<file path="config.mk">
export PLATFORM = sky130hd
export DESIGN_NAME = msx_slot_decoder
export DESIGN_NICKNAME = d
export VERILOG_FILES = /design/src/rtl/msx_slot_decoder_pkg.sv /design/src/rtl/msx_slot_decoder_handshake.sv /design/src/rtl/msx_slot_decoder.sv
export SDC_FILE = /design/constraint.sdc
export NUM_CORES = 1
export LEC_CHECK = 0
export ABC_AREA = 1
export BUFFER_PORTS_ARGS = -buffer_cell sky130_fd_sc_hd__buf_2
export CORE_MARGIN = 2
export CORE_UTILIZATION = 30
export DETAILED_ROUTE_END_ITERATION = 16
export GPL_TIMING_DRIVEN = 0
export SLEW_MARGIN = 20
export SYNTH_ARGS = -nofsm -noshare
export SYNTH_HDL_FRONTEND = slang
export SYNTH_SLANG_ARGS = --single-unit
</file>
<file path="constraint.sdc">
create_clock -name clk -period 2.3 [get_ports clk]
set_input_delay 0.575 -clock clk [delete_from_list [all_inputs] [get_ports clk]]
set_output_delay 0.575 -clock clk [all_outputs]
set_load 0.01 [all_outputs]
</file>
<file path="src/rtl/msx_slot_decoder_pkg.sv">
`default_nettype none
// ============================================================================
// Module  : msx_slot_decoder_pkg
// Purpose : Shared types and defaults for the MSX primary/secondary slot
//           decoder: handshake FSM state type, default register addresses,
//           and a helper that extracts a per-page 2-bit slot field.
// Rev     : 1.0  initial release
// ============================================================================
package msx_slot_decoder_pkg;

  typedef enum logic [2:0] {
    IDLE = 3'd0,
    M1W  = 3'd1,
    REQ  = 3'd2,
    WAIT = 3'd3,
    HOLD = 3'd4
  } slot_fsm_t;

  localparam logic [7:0]  C_PRIM_PORT_DEF = 8'hA8;
  localparam logic [15:0] C_EXP_ADDR_DEF  = 16'hFFFF;
  localparam logic [7:0]  C_BUS_IDLE      = 8'hFF;

  // Slot registers pack four 2-bit fields, one per 16 KB page.
  function automatic logic [1:0] page_field(input logic [7:0] reg_val,
                                            input logic [1:0] page);
    page_field = reg_val[{page, 1'b0} +: 2];
  endfunction

endpackage
`default_nettype wire

</file>
<file path="src/rtl/msx_slot_decoder_handshake.sv">
`default_nettype none
// ============================================================================
// Module  : slot_mem_handshake
// Purpose : Turns a CPU memory cycle into a single req/ack transaction with
//           the memory back end, stretches the CPU with wait, aborts after
//           TIMEOUT wait cycles, and latches the read data for the CPU.
// Ports   : clk, reset         - clock, synchronous active-high reset
//           cpu_mreq/rd/wr     - CPU strobes
//           m1_fetch           - M1 opcode fetch (only with MSX_SLOT_M1_WAIT_EN)
//           map_hit, exp_hit   - page is mapped / access hits expander reg
//           mem_ack, mem_rdata - back end completion and read data
//           cpu_wait           - CPU wait request
//           mem_req, mem_rnw   - back end request and direction
//           timeout_err        - sticky timeout flag
//           hold_rd            - FSM in HOLD (latched data is presentable)
//           rdata              - latched read data
// Config  : MSX_SLOT_M1_WAIT_EN adds one wait state (M1W) to every M1 fetch.
// Rev     : 1.0  initial release
// ============================================================================
module slot_mem_handshake
  import msx_slot_decoder_pkg::*;
#(
  parameter int TIMEOUT = 255,
  parameter int CNT_W   = 8
) (
  input  logic       clk,
  input  logic       reset,
  input  logic       cpu_mreq,
  input  logic       cpu_rd,
  input  logic       cpu_wr,
`ifdef MSX_SLOT_M1_WAIT_EN
  input  logic       m1_fetch,
`endif
  input  logic       map_hit,
  input  logic       exp_hit,
  input  logic       mem_ack,
  input  logic [7:0] mem_rdata,
  output logic       cpu_wait,
  output logic       mem_req,
  output logic       mem_rnw,
  output logic       timeout_err,
  output logic       hold_rd,
  output logic [7:0] rdata
);

  localparam logic [CNT_W-1:0] C_TIMEOUT = CNT_W'(TIMEOUT);
  localparam logic [CNT_W-1:0] C_CNT_MAX = '1;

  slot_fsm_t        r_state;
  logic [CNT_W-1:0] r_cnt;
  logic             r_mem_req;
  logic             r_rnw;
  logic             r_terr;
  logic [7:0]       r_rdata;
  logic             w_start;

  assign w_start = (r_state == IDLE) & cpu_mreq & (cpu_rd | cpu_wr) & map_hit & ~exp_hit;

`ifdef MSX_SLOT_M1_WAIT_EN
  logic r_m1_mapped;
  logic w_m1_go;
  // Unmapped fetches also take the extra state, so this does not need map_hit.
  assign w_m1_go = (r_state == IDLE) & m1_fetch & ~exp_hit;
`endif

  always_ff @(posedge clk) begin
    if (reset) begin
      r_state   <= IDLE;
      r_cnt     <= '0;
      r_mem_req <= 1'b0;
      r_rnw     <= 1'b1;
      r_terr    <= 1'b0;
      r_rdata   <= C_BUS_IDLE;
`ifdef MSX_SLOT_M1_WAIT_EN
      r_m1_mapped <= 1'b0;
`endif
    end else begin
      case (r_state)
        IDLE: begin
`ifdef MSX_SLOT_M1_WAIT_EN
          if (w_m1_go) begin
            r_state     <= M1W;
            r_rnw       <= 1'b1;
            r_m1_mapped <= map_hit;
          end else
`endif
          if (w_start) begin
            r_state   <= REQ;
            r_rnw     <= ~cpu_wr;
            r_cnt     <= '0;
            r_mem_req <= 1'b1;
          end
        end
`ifdef MSX_SLOT_M1_WAIT_EN
        M1W: begin
          if (r_m1_mapped) begin
            r_state   <= REQ;
            r_cnt     <= '0;
            r_mem_req <= 1'b1;
          end else begin
            r_state <= HOLD;
            r_rdata <= C_BUS_IDLE;
          end
        end
`endif
        REQ, WAIT: begin
          // An ack arriving in REQ completes the transfer just as in WAIT.
          if (mem_ack) begin
            if (r_rnw) r_rdata <= mem_rdata;
            r_state   <= HOLD;
            r_mem_req <= 1'b0;
          end else if ((r_state == WAIT) && (r_cnt == C_TIMEOUT)) begin
            r_rdata   <= C_BUS_IDLE;
            r_terr    <= 1'b1;
            r_state   <= HOLD;
            r_mem_req <= 1'b0;
          end else begin
            r_state <= WAIT;
            if ((r_state == WAIT) && (r_cnt != C_CNT_MAX)) r_cnt <= r_cnt + 1'b1;
          end
        end
        // Stay here until the CPU ends its cycle so one cycle gives one request.
        HOLD: if (!cpu_mreq) r_state <= IDLE;
        default: r_state <= IDLE;
      endcase
    end
  end

  assign cpu_wait    = w_start | (r_state == M1W) | (r_state == REQ) | (r_state == WAIT);
  assign mem_req     = r_mem_req;
  assign mem_rnw     = r_rnw;
  assign timeout_err = r_terr;
  assign hold_rd     = (r_state == HOLD);
  assign rdata       = r_rdata;

endmodule
`default_nettype wire

</file>
<file path="src/rtl/msx_slot_decoder.sv">
`default_nettype none
// ============================================================================
// Module  : msx_slot_decoder
// Purpose : MSX primary/secondary slot decoder. Holds the primary slot
//           register (I/O PRIM_PORT) and one expander register per primary
//           slot (memory EXP_ADDR), forms layout_id {slot,subslot,page} for
//           the slot map, and hands mapped memory cycles to the handshake.
// Ports   : clk, reset            - clock, synchronous active-high reset
//           cpu_*                 - Z80 bus (addr, dout, din, rd, wr, mreq,
//                                   iorq, m1, wait)
//           exp_en                - per primary slot: expander present
//           map_hit               - slot map says layout_id is populated
//           active_slot/sub       - slot and subslot of the addressed page
//           layout_id, prim_reg   - slot map index, primary slot register
//           mem_req/rnw/ack/rdata - memory back end handshake
//           timeout_err           - sticky back end timeout
// Config  : MSX_SLOT_M1_WAIT_EN - one extra wait state on every M1 fetch.
// Rev     : 1.0  initial release
// ============================================================================
module msx_slot_decoder
  import msx_slot_decoder_pkg::*;
#(
  parameter logic [7:0]  PRIM_PORT = C_PRIM_PORT_DEF,
  parameter logic [15:0] EXP_ADDR  = C_EXP_ADDR_DEF,
  parameter int          TIMEOUT   = 255,
  parameter int          CNT_W     = 8
) (
  input  logic        clk,
  input  logic        reset,
  input  logic [15:0] cpu_addr,
  input  logic [7:0]  cpu_dout,
  output logic [7:0]  cpu_din,
  input  logic        cpu_rd,
  input  logic        cpu_wr,
  input  logic        cpu_mreq,
  input  logic        cpu_iorq,
  input  logic        cpu_m1,
  output logic        cpu_wait,
  input  logic [3:0]  exp_en,
  input  logic        map_hit,
  output logic [1:0]  active_slot,
  output logic [1:0]  active_sub,
  output logic [5:0]  layout_id,
  output logic [7:0]  prim_reg,
  output logic        mem_req,
  output logic        mem_rnw,
  input  logic        mem_ack,
  input  logic [7:0]  mem_rdata,
  output logic        timeout_err
);

  logic [7:0] r_prim;
  logic [7:0] r_exp [4];

  logic [1:0] w_page;
  logic [1:0] w_exp_sel;
  logic [1:0] w_slot;
  logic [1:0] w_sub;
  logic       w_prim_sel;
  logic       w_exp_hit;
  logic       w_hold_rd;
  logic [7:0] w_rdata;

  assign w_page     = cpu_addr[15:14];
  // The expander register at EXP_ADDR belongs to the slot selected for page 3.
  assign w_exp_sel  = r_prim[7:6];
  assign w_slot     = page_field(r_prim, w_page);
  assign w_sub      = exp_en[w_slot] ? page_field(r_exp[w_slot], w_page) : 2'b00;
  // M1 together with IORQ is an interrupt acknowledge, not a port access.
  assign w_prim_sel = cpu_iorq & ~cpu_m1 & (cpu_addr[7:0] == PRIM_PORT);
  assign w_exp_hit  = cpu_mreq & (cpu_addr == EXP_ADDR) & exp_en[w_exp_sel];

  always_ff @(posedge clk) begin
    if (reset) begin
      r_prim <= 8'h00;
      for (int i = 0; i < 4; i++) r_exp[i] <= 8'h00;
    end else begin
      if (w_prim_sel & cpu_wr) r_prim <= cpu_dout;
      if (w_exp_hit & cpu_wr) r_exp[w_exp_sel] <= cpu_dout;
    end
  end

  slot_mem_handshake #(
    .TIMEOUT (TIMEOUT),
    .CNT_W   (CNT_W)
  ) u_handshake (
    .clk         (clk),
    .reset       (reset),
    .cpu_mreq    (cpu_mreq),
    .cpu_rd      (cpu_rd),
    .cpu_wr      (cpu_wr),
`ifdef MSX_SLOT_M1_WAIT_EN
    .m1_fetch    (cpu_mreq & cpu_rd & cpu_m1),
`endif
    .map_hit     (map_hit),
    .exp_hit     (w_exp_hit),
    .mem_ack     (mem_ack),
    .mem_rdata   (mem_rdata),
    .cpu_wait    (cpu_wait),
    .mem_req     (mem_req),
    .mem_rnw     (mem_rnw),
    .timeout_err (timeout_err),
    .hold_rd     (w_hold_rd),
    .rdata       (w_rdata)
  );

  // Expander reads return the inverted register, as real MSX expanders do.
  always_comb begin
    cpu_din = C_BUS_IDLE;
    if (w_exp_hit & cpu_rd)                  cpu_din = ~r_exp[w_exp_sel];
    else if (w_prim_sel & cpu_rd)            cpu_din = r_prim;
    else if (cpu_mreq & cpu_rd & w_hold_rd)  cpu_din = w_rdata;
  end

  assign active_slot = w_slot;
  assign active_sub  = w_sub;
  assign layout_id   = {w_slot, w_sub, w_page};
  assign prim_reg    = r_prim;

endmodule
`default_nettype wire

</file>
== Word level (Yosys, flattened, before mapping) ==
Memories as Yosys holds them, arrays and structs flattened. A register that Yosys moved wholly into a read port is not among the register bits.
Index checks and enable logic that the tools add are counted.
Cells by class
  add/subtract/negate cells: 1
  multiplexer cells: 35
  equal/unequal tests: 15
  order comparisons: 2
  reduce and logical (&&, ||, !) cells: 13
  shift operators: 2
  bitwise logic cells: 23
Operators with widths (number)
  two-way mux 8 bit: 11
  == test 16 bit, second input constant: 1
  == test 8 bit, second input constant: 2
  case mux 8 bit (2 select lines): 1
  variable part select 8 x 4 -> 2 bit: 2
  bitwise AND 1 bit: 14
  two-way mux 3 bit: 4
  two-way mux 1 bit: 11
  case mux 3 bit (3 select lines): 1
  AND reduction 3 bit: 3
  adder 8 x 1 -> 8 bit, second input constant: 1
  two-way mux 2 bit: 4
  != test 8 bit, second input constant: 1
  NOT 8 bit: 1
  OR reduction 8 bit: 1
  == test 3 x 2 -> 1 bit, second input constant: 2
  < comparator 2 x 3 -> 1 bit, second input constant: 2
  != test 2 x 1 -> 1 bit, second input constant: 3
  != test 2 bit, second input constant: 3
  AND reduction 5 bit: 1
  binary-select mux 1 bit (select 2 bit): 2
  NOT 1 bit: 4
  OR 1 bit: 4
  AND reduction 2 bit: 2
  8 further kinds: 10
Word-level totals
  register bits after elaboration: 30
  memories kept: 1
  bits in writable memories: 32
  input bits: 45
  logic and storage cells: 99
  output and inout port bits: 30
Memory list
  r_exp: words 4, width 8, rd ports 2, clocked after Yosys merged registers in 1, write ports 4, RTL line msx_slot_decoder.sv:53  | logic [7:0] r_exp [4];

== Depth between registers and ports, before layout ==
Gate-level depths: netlist (run 1).
  depth after elaboration: 9
  gate-level depth with buffers: 14
  depth with buffers taken out: 11

== Modules after synthesis ==
Synthesis (run 1) repeated with hierarchy kept, for this count alone.
Unflattened totals
  cells, all modules: 572
  area, all modules: 3988.8 um^2
By module, submodules not included
  msx_slot_decoder: cells each 385, area each 2777.7 um^2, times used 1
  slot_mem_handshake: cells each 187, area each 1211.2 um^2, times used 1

== Worst setup path after synthesis (run 1) ==
OpenSTA, ideal clock, no wires.
  path type: input port to output port
  from: in cpu_addr[14]
  to: out layout_id[2]
  data required time: 1.725 ns
  arrival time: 1.957 ns
  cell stages on the path: 13
  slack: -0.232 ns
  buffers on the path: 4
  path through: buf_6 -> inv_2 -> nand2_1 -> nand3_4 -> nand2_4 -> buf_6 -> buf_6 -> nand2_1 -> nand3_1 -> nand3_1 -> nand3_1 -> a21oi_1 -> buf_4
On the way
  cells in the longest elaborated chain, start to end: 4
RTL lines
  start, declared: RTL line msx_slot_decoder.sv:30  | input logic [15:0] cpu_addr,
  variable part select 8 x 4 -> 2 bit *: RTL line msx_slot_decoder_pkg.sv:26  | page_field = reg_val[{page, 1'b0} +: 2];
  named net active_slot[0]: RTL line msx_slot_decoder.sv:41  | output logic [1:0] active_slot,
  memory (4 x 8 bit) or binary-select mux 1 bit (select 2 bit) (tied branches)
  variable part select 8 x 4 -> 2 bit or two-way mux 1 bit (tied branches): RTL line msx_slot_decoder_pkg.sv:26, msx_slot_decoder.sv:68
  two-way mux 2 bit *: RTL line msx_slot_decoder.sv:68  | assign w_sub = exp_en[w_slot] ? page_field(r_exp[w_slot], w_page) : 2'b00;
  end, declared: RTL line msx_slot_decoder.sv:43  | output logic [5:0] layout_id,
The timed path passes the listed nets; every way through them passes the cells marked *. The select of a mux whose other input is x is not followed.

== Worst setup path after layout (run 1) ==
  from: in cpu_addr[15]
  to: out layout_id[2]
On the way
  cells in the longest elaborated chain, start to end: 4
RTL lines (RTL line)
  variable part select 8 x 4 -> 2 bit: msx_slot_decoder_pkg.sv:26
  memory (4 x 8 bit) or binary-select mux 1 bit (select 2 bit) (tied branches)
  variable part select 8 x 4 -> 2 bit or two-way mux 1 bit (tied branches): msx_slot_decoder_pkg.sv:26, msx_slot_decoder.sv:68
  two-way mux 2 bit *: msx_slot_decoder.sv:68
Mark *: on every way between the ends. The rest lies on a longest branch, timed or not. The select of a mux whose other input is x is not followed.

==> qor.yml, run 1 <==
synth:
  synth_area_leaders: "edfxtp_1 25%, dfxtp_1 17%, nand2_1 11%, nor2_1 6.6%, nand3_1 5.5%"
  syn_inst: 515
  syn-cell-area_sq_um: 3852
  yosysMostFrequentCell: "nand2_1"
  yosys.area.top_type: "edfxtp_1"
  synth-seq-cells: 64
  yosys-top-cells-count: "109 x nand2_1, 68 x nor2_1, 55 x inv_1, 42 x nand3_1, 36 x a21oi_1"
  async_flop_share: 0
  syn_nets: 561
  avgSynthCellArea_sq_um: 7.480
  ys_seq_area_frac: 0.4157
  ys.warnings.count: 0
  ys.flop_type: "edfxtp_1"
  synth_top_area_share: 0.2494
  ys_types: 34
  synth_edf_count: 32
clock_network:
  postCtsHoldBufs: 0
  cts_tree: "yes"
  clkLatencyLatePin_ps: 330
  clock_sinks: 64
  h-tree-depth: 3
  cts_root_buffer: "clkbuf_16"
  clockBufferDepth: 2
  clk_pin_slew_ps: 50
  cts_made_buffers: 9
sta:
  fmax_mhz: 381.0
  finalCritPeriodShare: 1.141
  grt_setup_unrepaired: "true"
  worst_slack_ps: -324.7
  max_slew_margin: 0.3588
  tightestPinTransition_ps: 961.8
  fin_setup_tns_ps: -2981
  setup_viol: 14
  skew_ps: 6.005
  period_needed_ps: 2625
  final_hold_viol_count: 0
  drv_slew: 0
placed_design:
  place_inst: 762
  gp_congestion: 0.8731
  post-place-ws_ps: -816.5
  port_buffers: 73
  dpl.hpwl_um: 9055
final_layout:
  antennaDiodeCount: 0
  synthToLayoutAreaGrowth_pct: 53.75
  top_register: "r_exp"
  fin_cells: 835
  layout.nets: 704
  largest_reg_flops: 32
  drive_gt1_frac: 0.4314
  fin_util: 0.4713
grt:
  grt_use_total: 0.1925
  antenna_found_initial: 0
  grt_pass1_vias: 3916
  grt_pass1_wl_um: 20930
  grt_max_degree: 12
  grt-ovfl-total: 0
route:
  vias: 4108
  drc: 0
  drtAntennaViolNets: 0
  drt-initial-drc-count: 278
  postRouteWirelength_um: 13650
  drtPass1Iterations: 5
  via_per_inst: 4.920
  wl_per_cell_um: 16.35
die:
  ioPinCount: 75
  fp.dieArea_sq_um: 13760
  die_height_um: 117.3
  rows: 41
  start_util: 0.3065
  core-area_sq_um: 12570
  die_w_um: 117.3
worst_setup_path:
  start_kind: "input pin"
  criticalPathCategory: "in2out"
  regToRegSetupSlack_ps: 120
  crit_path_end_kind: "output pin"
  worstPathArrival_ps: 2050
  crit_slowest_cell: "nor2_4"
  critPathMaxStageDelay_ps: 230
  required_ps: 1730
  crit_chain: "buf_12 -> clkinvlp_4 -> nor2_4 -> nand2_4 -> nand2_4 -> nor2_4 -> o211ai_1 -> nand2_1 -> inv_1 -> a21oi_2 -> buf_4 -> buf_6"
  path_max_fanout: 6
power:
  powerDensity_nw_per_um2: 560.0
  power.total_mw: 3.317
  ir_drop_v: 0.0003686
  p_leak_nw: 2.666
status:
  violations: "setup timing"
  outcome: "finished with violations"
hold_path:
  hold_path.class: "reg2reg"
job:
  drv_cap: 0
==> worst paths after layout <==
| path | cells past startpoint | startpoint | endpoint |
|---|---|---|---|
| setup / recovery | 12 | cpu_addr[15] | layout_id[2] |
| hold / removal | 2 | u_handshake.timeout_err$_SDFFE_PP0P_ | u_handshake.timeout_err$_SDFFE_PP0P_ |
| setup reg to reg | 11 | prim_reg[6]$_SDFFE_PP0P_ | r_exp[1][7]$_SDFFCE_PN0P_ |
| hold reg to reg | 2 | u_handshake.timeout_err$_SDFFE_PP0P_ | u_handshake.timeout_err$_SDFFE_PP0P_ |
==> per-layer routing <==
metal	global-route usage	vias to the layer above	routed length, um
li1	-	2023	-
met1	0.2571	1907	6038
met2	0.3107	153	6504
met3	0.03988	25	794
met4	0.06476	0	312
met5	0	-	0
==> cell type report <==
cell class / count / area [sq um]
fill: 1189 / 6645
multi-input combinational: 368 / 2352
sequential: 64 / 1608
timing repair buffer: 132 / 1005
clock buffer: 12 / 266.5
inverter: 60 / 249.0
tap: 172 / 215.2
buffer: 23 / 203.9
clock inverter: 4 / 23.77
==> logic make-up (layout without fill, tap and decap cells) <==
family                   count (synthesis)  in the layout  share of synthesized area
AND/OR/NAND/NOR                        270            271                     0.3335
AO/OA/AOI/OAI                           96             96                     0.1455
buffers and inverters                   84            231                     0.1020
flip-flops                              64             64                     0.4157
adder cells (fa/ha/maj)                  1              1                   0.003247
==> timing repair <==
action / in CTS / in global routing
gates cloned: 3 / 0
resized for setup: 98 / 84
pin swaps: 26 / 29
buffers inserted: 37 / 19
setup endpoints to repair: 21 / 52
==> per-stage QoR <==
stage / instance area, sq um / hold slack (ps)
2_1_floorplan: 3885 / 451.6
3_3_place_gp: 4466 / 456.9
3_5_place_dp: 4486 / 465.8
4_1_cts: 5420 / 478.8
5_1_grt: 5923 / 490.1
6_report: 5923 / 468.7
==> placed cells by master (no fill, tap or decap), types with 3 or more instances in the layout <==
| cell | n |
|---|---|
| a211oi_1 | 7 |
| a21oi_1 | 26 |
| a21oi_2 | 6 |
| a21oi_4 | 4 |
| a22oi_1 | 5 |
| a22oi_2 | 3 |
| buf_12 | 5 |
| buf_2 | 66 |
| buf_4 | 45 |
| buf_6 | 28 |
| buf_8 | 5 |
| clkbuf_16 | 9 |
| clkbuf_2 | 3 |
| clkbuf_8 | 3 |
| dfxtp_1 | 29 |
| edfxtp_1 | 32 |
| inv_1 | 51 |
| inv_2 | 5 |
| inv_4 | 3 |
| nand2_1 | 88 |
| nand2_2 | 15 |
| nand2_4 | 12 |
| nand2_8 | 3 |
| nand3_1 | 29 |
| nand3_2 | 11 |
| nand3_4 | 6 |
| nand3b_1 | 9 |
| nand4_1 | 5 |
| nor2_1 | 50 |
| nor2_2 | 13 |
| nor2_4 | 12 |
| nor3_1 | 9 |
| nor3_2 | 4 |
| o211ai_1 | 13 |
| o21ai_0 | 17 |
| o21ai_2 | 9 |
==> critical path, delay by kind of cell <==
kind / cells / cell delay [ps]
and+or+nand+nor: 5 / 610
buffers and inverters: 5 / 560
AOI/OAI and AO/OA: 2 / 280
==> power by group <==
part	total, mW	leakage [nW]	internal [mW]	switching [mW]
sequential	1.32	0.593	1.27	0.0561
combinational	0.665	1.92	0.282	0.383
clock	1.33	0.150	0.817	0.512
Note: power is estimated with default switching activity, not from simulation.
==> run 2, diff against run 1 <==
--- a/config.mk
+++ b/config.mk
@@ -11,6 +11,7 @@
 export CORE_UTILIZATION = 30
 export DETAILED_ROUTE_END_ITERATION = 16
 export GPL_TIMING_DRIVEN = 0
+export MAX_ROUTING_LAYER = met4
 export SLEW_MARGIN = 20
 export SYNTH_ARGS = -nofsm -noshare
 export SYNTH_HDL_FRONTEND = slang
==> constraint.sdc (replaced) <==
create_clock -name clk -period 2.55 [get_ports clk]
set_input_delay 0.6375 -clock clk [delete_from_list [all_inputs] [get_ports clk]]
set_output_delay 0.6375 -clock clk [all_outputs]
set_load 0.01 [all_outputs]
==> run 2 against run 1 <==
  * Clock skew fell by 1.1 ps
  * Clock power decreased by 19%
  * Sequential cell count is the same
  * Worst hold slack got worse by 9.4 ps
  * Critical path depth grew 2
  * Via count decreased by 0.19%
  * Sequential power is 9.8% lower
  * Final cell count fell by 4.0%
  * The flow still finishes with violations (setup timing)
  * Highest routed layer unchanged
  * Core utilization decreased by 5.0 points
  * Critical endpoint is now layout_id[3]
==> qor.yml, run 2 (same netlist as run 1, synthesis figures left out) <==
grt:
  grt_use_total: 0.1964  # +0.003863
  antenna_found_initial: 0  # unchanged
  grt_pass1_wl_um: 20410  # -2.5%
  grt-ovfl-total: 0  # unchanged
  grt_max_degree: 11  # -1
  grt_pass1_vias: 3889  # -0.69%
worst_setup_path:
  criticalPathCategory: "in2out"
  worstPathArrival_ps: 2110  # +60 ps
  reg2reg_from: "prim_reg[6]$_SDFFE_PP0P_"
  required_ps: 1910  # +180 ps
  path_max_fanout: 5  # -1
  startpoint: "cpu_addr[15]"
  crit_path_end_kind: "output pin"
  start_kind: "input pin"
final_layout:
  layout.nets: 671  # -4.7%
  multi_input_area_sq_um: 2121  # -9.8%
  nFillCells: 1259  # +5.9%
  fin_area_sq_um: 5298  # -11%
  drive_gt1_frac: 0.3460  # -0.08534
  synthToLayoutAreaGrowth_pct: 37.51
  top_register: "r_exp"
  seqCellArea_sq_um: 1604  # -0.23%
  antennaDiodeCount: 0  # unchanged
  largest_reg_flops: 32  # unchanged
  fin_util: 0.4215  # -0.04978
  final_common_cell: "nand2_1"
  mostFrequentLayoutCells: "91 x nand2_1, 70 x buf_2, 61 x nor2_1"
  fin_cells: 802  # -4.0%
route:
  vias: 4100  # -0.19%
  drc: 0  # unchanged
  drtAntennaViolNets: 0  # unchanged
  drt-initial-drc-count: 349  # +26%
  drtPass1Iterations: 7  # +2
  postRouteWirelength_um: 13300  # -2.5%
  wl_per_cell_um: 16.58  # +1.5%
  via_per_inst: 5.112  # +3.9%
sta:
  final_hold_viol_count: 0  # unchanged
  worst_slack_ps: -196.2  # +128.5 ps
  period_needed_ps: 2746
  grt_setup_unrepaired: "true"
  tightestPinTransition_ps: 943.0  # -18.85 ps
  whs_ps: 459.3  # -9.417 ps
  fmax_mhz: 364.1
  fin_setup_tns_ps: -1030  # +1950 ps
  finalCritPeriodShare: 1.077
  setup_viol: 13  # -1
  max_slew_margin: 0.3671  # +0.008346
  drv_slew: 0  # unchanged
  skew_ps: 4.934  # -1.071 ps
clock_network:
  postCtsHoldBufs: 0  # unchanged
  clkLatencyLatePin_ps: 330  # about the same
  clock_sinks: 64  # unchanged
  h-tree-depth: 3  # unchanged
  clk_pin_slew_ps: 50  # about the same
  cts_tree: "yes"
  clockBufferDepth: 2  # unchanged
  cts_root_buffer: "clkbuf_16"
  cts_made_buffers: 9  # unchanged
power:
  p_leak_nw: 2.395  # -10%
  powerDensity_nw_per_um2: 533.8  # -4.7%
  ir_drop_v: 0.0003703  # +0.47%
  power.total_mw: 2.828  # -15%
placed_design:
  post_dp_cell_area_sq_um: 4478  # -0.17%
  place_inst: 761  # -0.13%
  dpl.hpwl_um: 9181  # +1.4%
  post-place-ws_ps: -745.0  # +71.54 ps
  gp_congestion: 0.9210  # +5.5%
  port_buffers: 73  # unchanged
die:
  rows: 41  # unchanged
  fp.dieArea_sq_um: 13760  # unchanged
  die_height_um: 117.3  # unchanged
  core-area_sq_um: 12570  # unchanged
  start_util: 0.3065  # unchanged
  ioPinCount: 75  # unchanged
  die_w_um: 117.3  # unchanged
status:
  violations: "setup timing"
  outcome: "finished with violations"
job:
  drv_cap: 0  # unchanged
hold_path:
  hold_path.class: "reg2reg"
  hp-start: "u_handshake.timeout_err$_SDFFE_PP0P_"
[run 2: changes by cell type in the layout (fill, tap and decap cells not counted), moves of 5 or more]
cell	previous run	this run
nand3_1	29	34
buf_4	45	24
buf_6	28	11
nor2_4	12	7
nor2_2	13	7
nor2_1	50	61
[run 2: layout make-up]
type                            count  area share
Sequential cell                    64      0.3028
Timing Repair Buffer               99      0.1275
Inverter                           60     0.04511
Clock inverter                      6    0.004960
Tap cell                          172     0.04062
Buffer                             22     0.03543
Clock buffer                       10     0.04322
Multi-Input combinational cell    369      0.4003
[run 2: report_power, final]
part	total (mW)	switching (mW)	leakage, nW	internal (mW)
clock network	1.08	0.443	0.129	0.641
logic	0.551	0.331	1.67	0.220
registers	1.19	0.0486	0.592	1.14
[run 2: repair_timing]
action / in CTS / in global routing
endpoints found under the setup margin: 14 / 13
gates resized for setup: 60 / 43
cloned: 4 / 0
setup buffers: 18 / 5
pin swaps: 20 / 23
hold endpoints to repair: 0 / 0
[run 2: routing by layer]
layer | share of wire | wire, um | GRT usage | up-vias
met5 | 0 | 0 | - | -
met4 | 0.031 | 408 | 0.08133 | 0
met3 | 0.070 | 937 | 0.05302 | 38
met2 | 0.45 | 6026 | 0.2931 | 176
met1 | 0.45 | 5928 | 0.2519 | 1934
li1 | - | - | - | 1952
[run 2: path summary, 6_finish.rpt]
| kind | endpoint | slack (ps) | depth (start not counted) |
|---|---|---|---|
| worst max-delay path | layout_id[3] | -200 | 14 |
| worst min register to register | u_handshake.timeout_err$_SDFFE_PP0P_ | 460 | 2 |
| worst min-delay path | u_handshake.timeout_err$_SDFFE_PP0P_ | 460 | 2 |
| worst max register to register | r_exp[1][1]$_SDFFCE_PN0P_ | 360 | 5 |
[run 2: critical path, stage by stage]
cell        delay [ps]
buf_12              90
clkinvlp_4         170
nand3_4            170
nand2_4             80
buf_8              140
buf_6              130
nand2_1             60
nand3_1             80
nand3_1             80
nand2_1             50
nor2_1             120
nor2_2              70
buf_4              130
buf_6              110
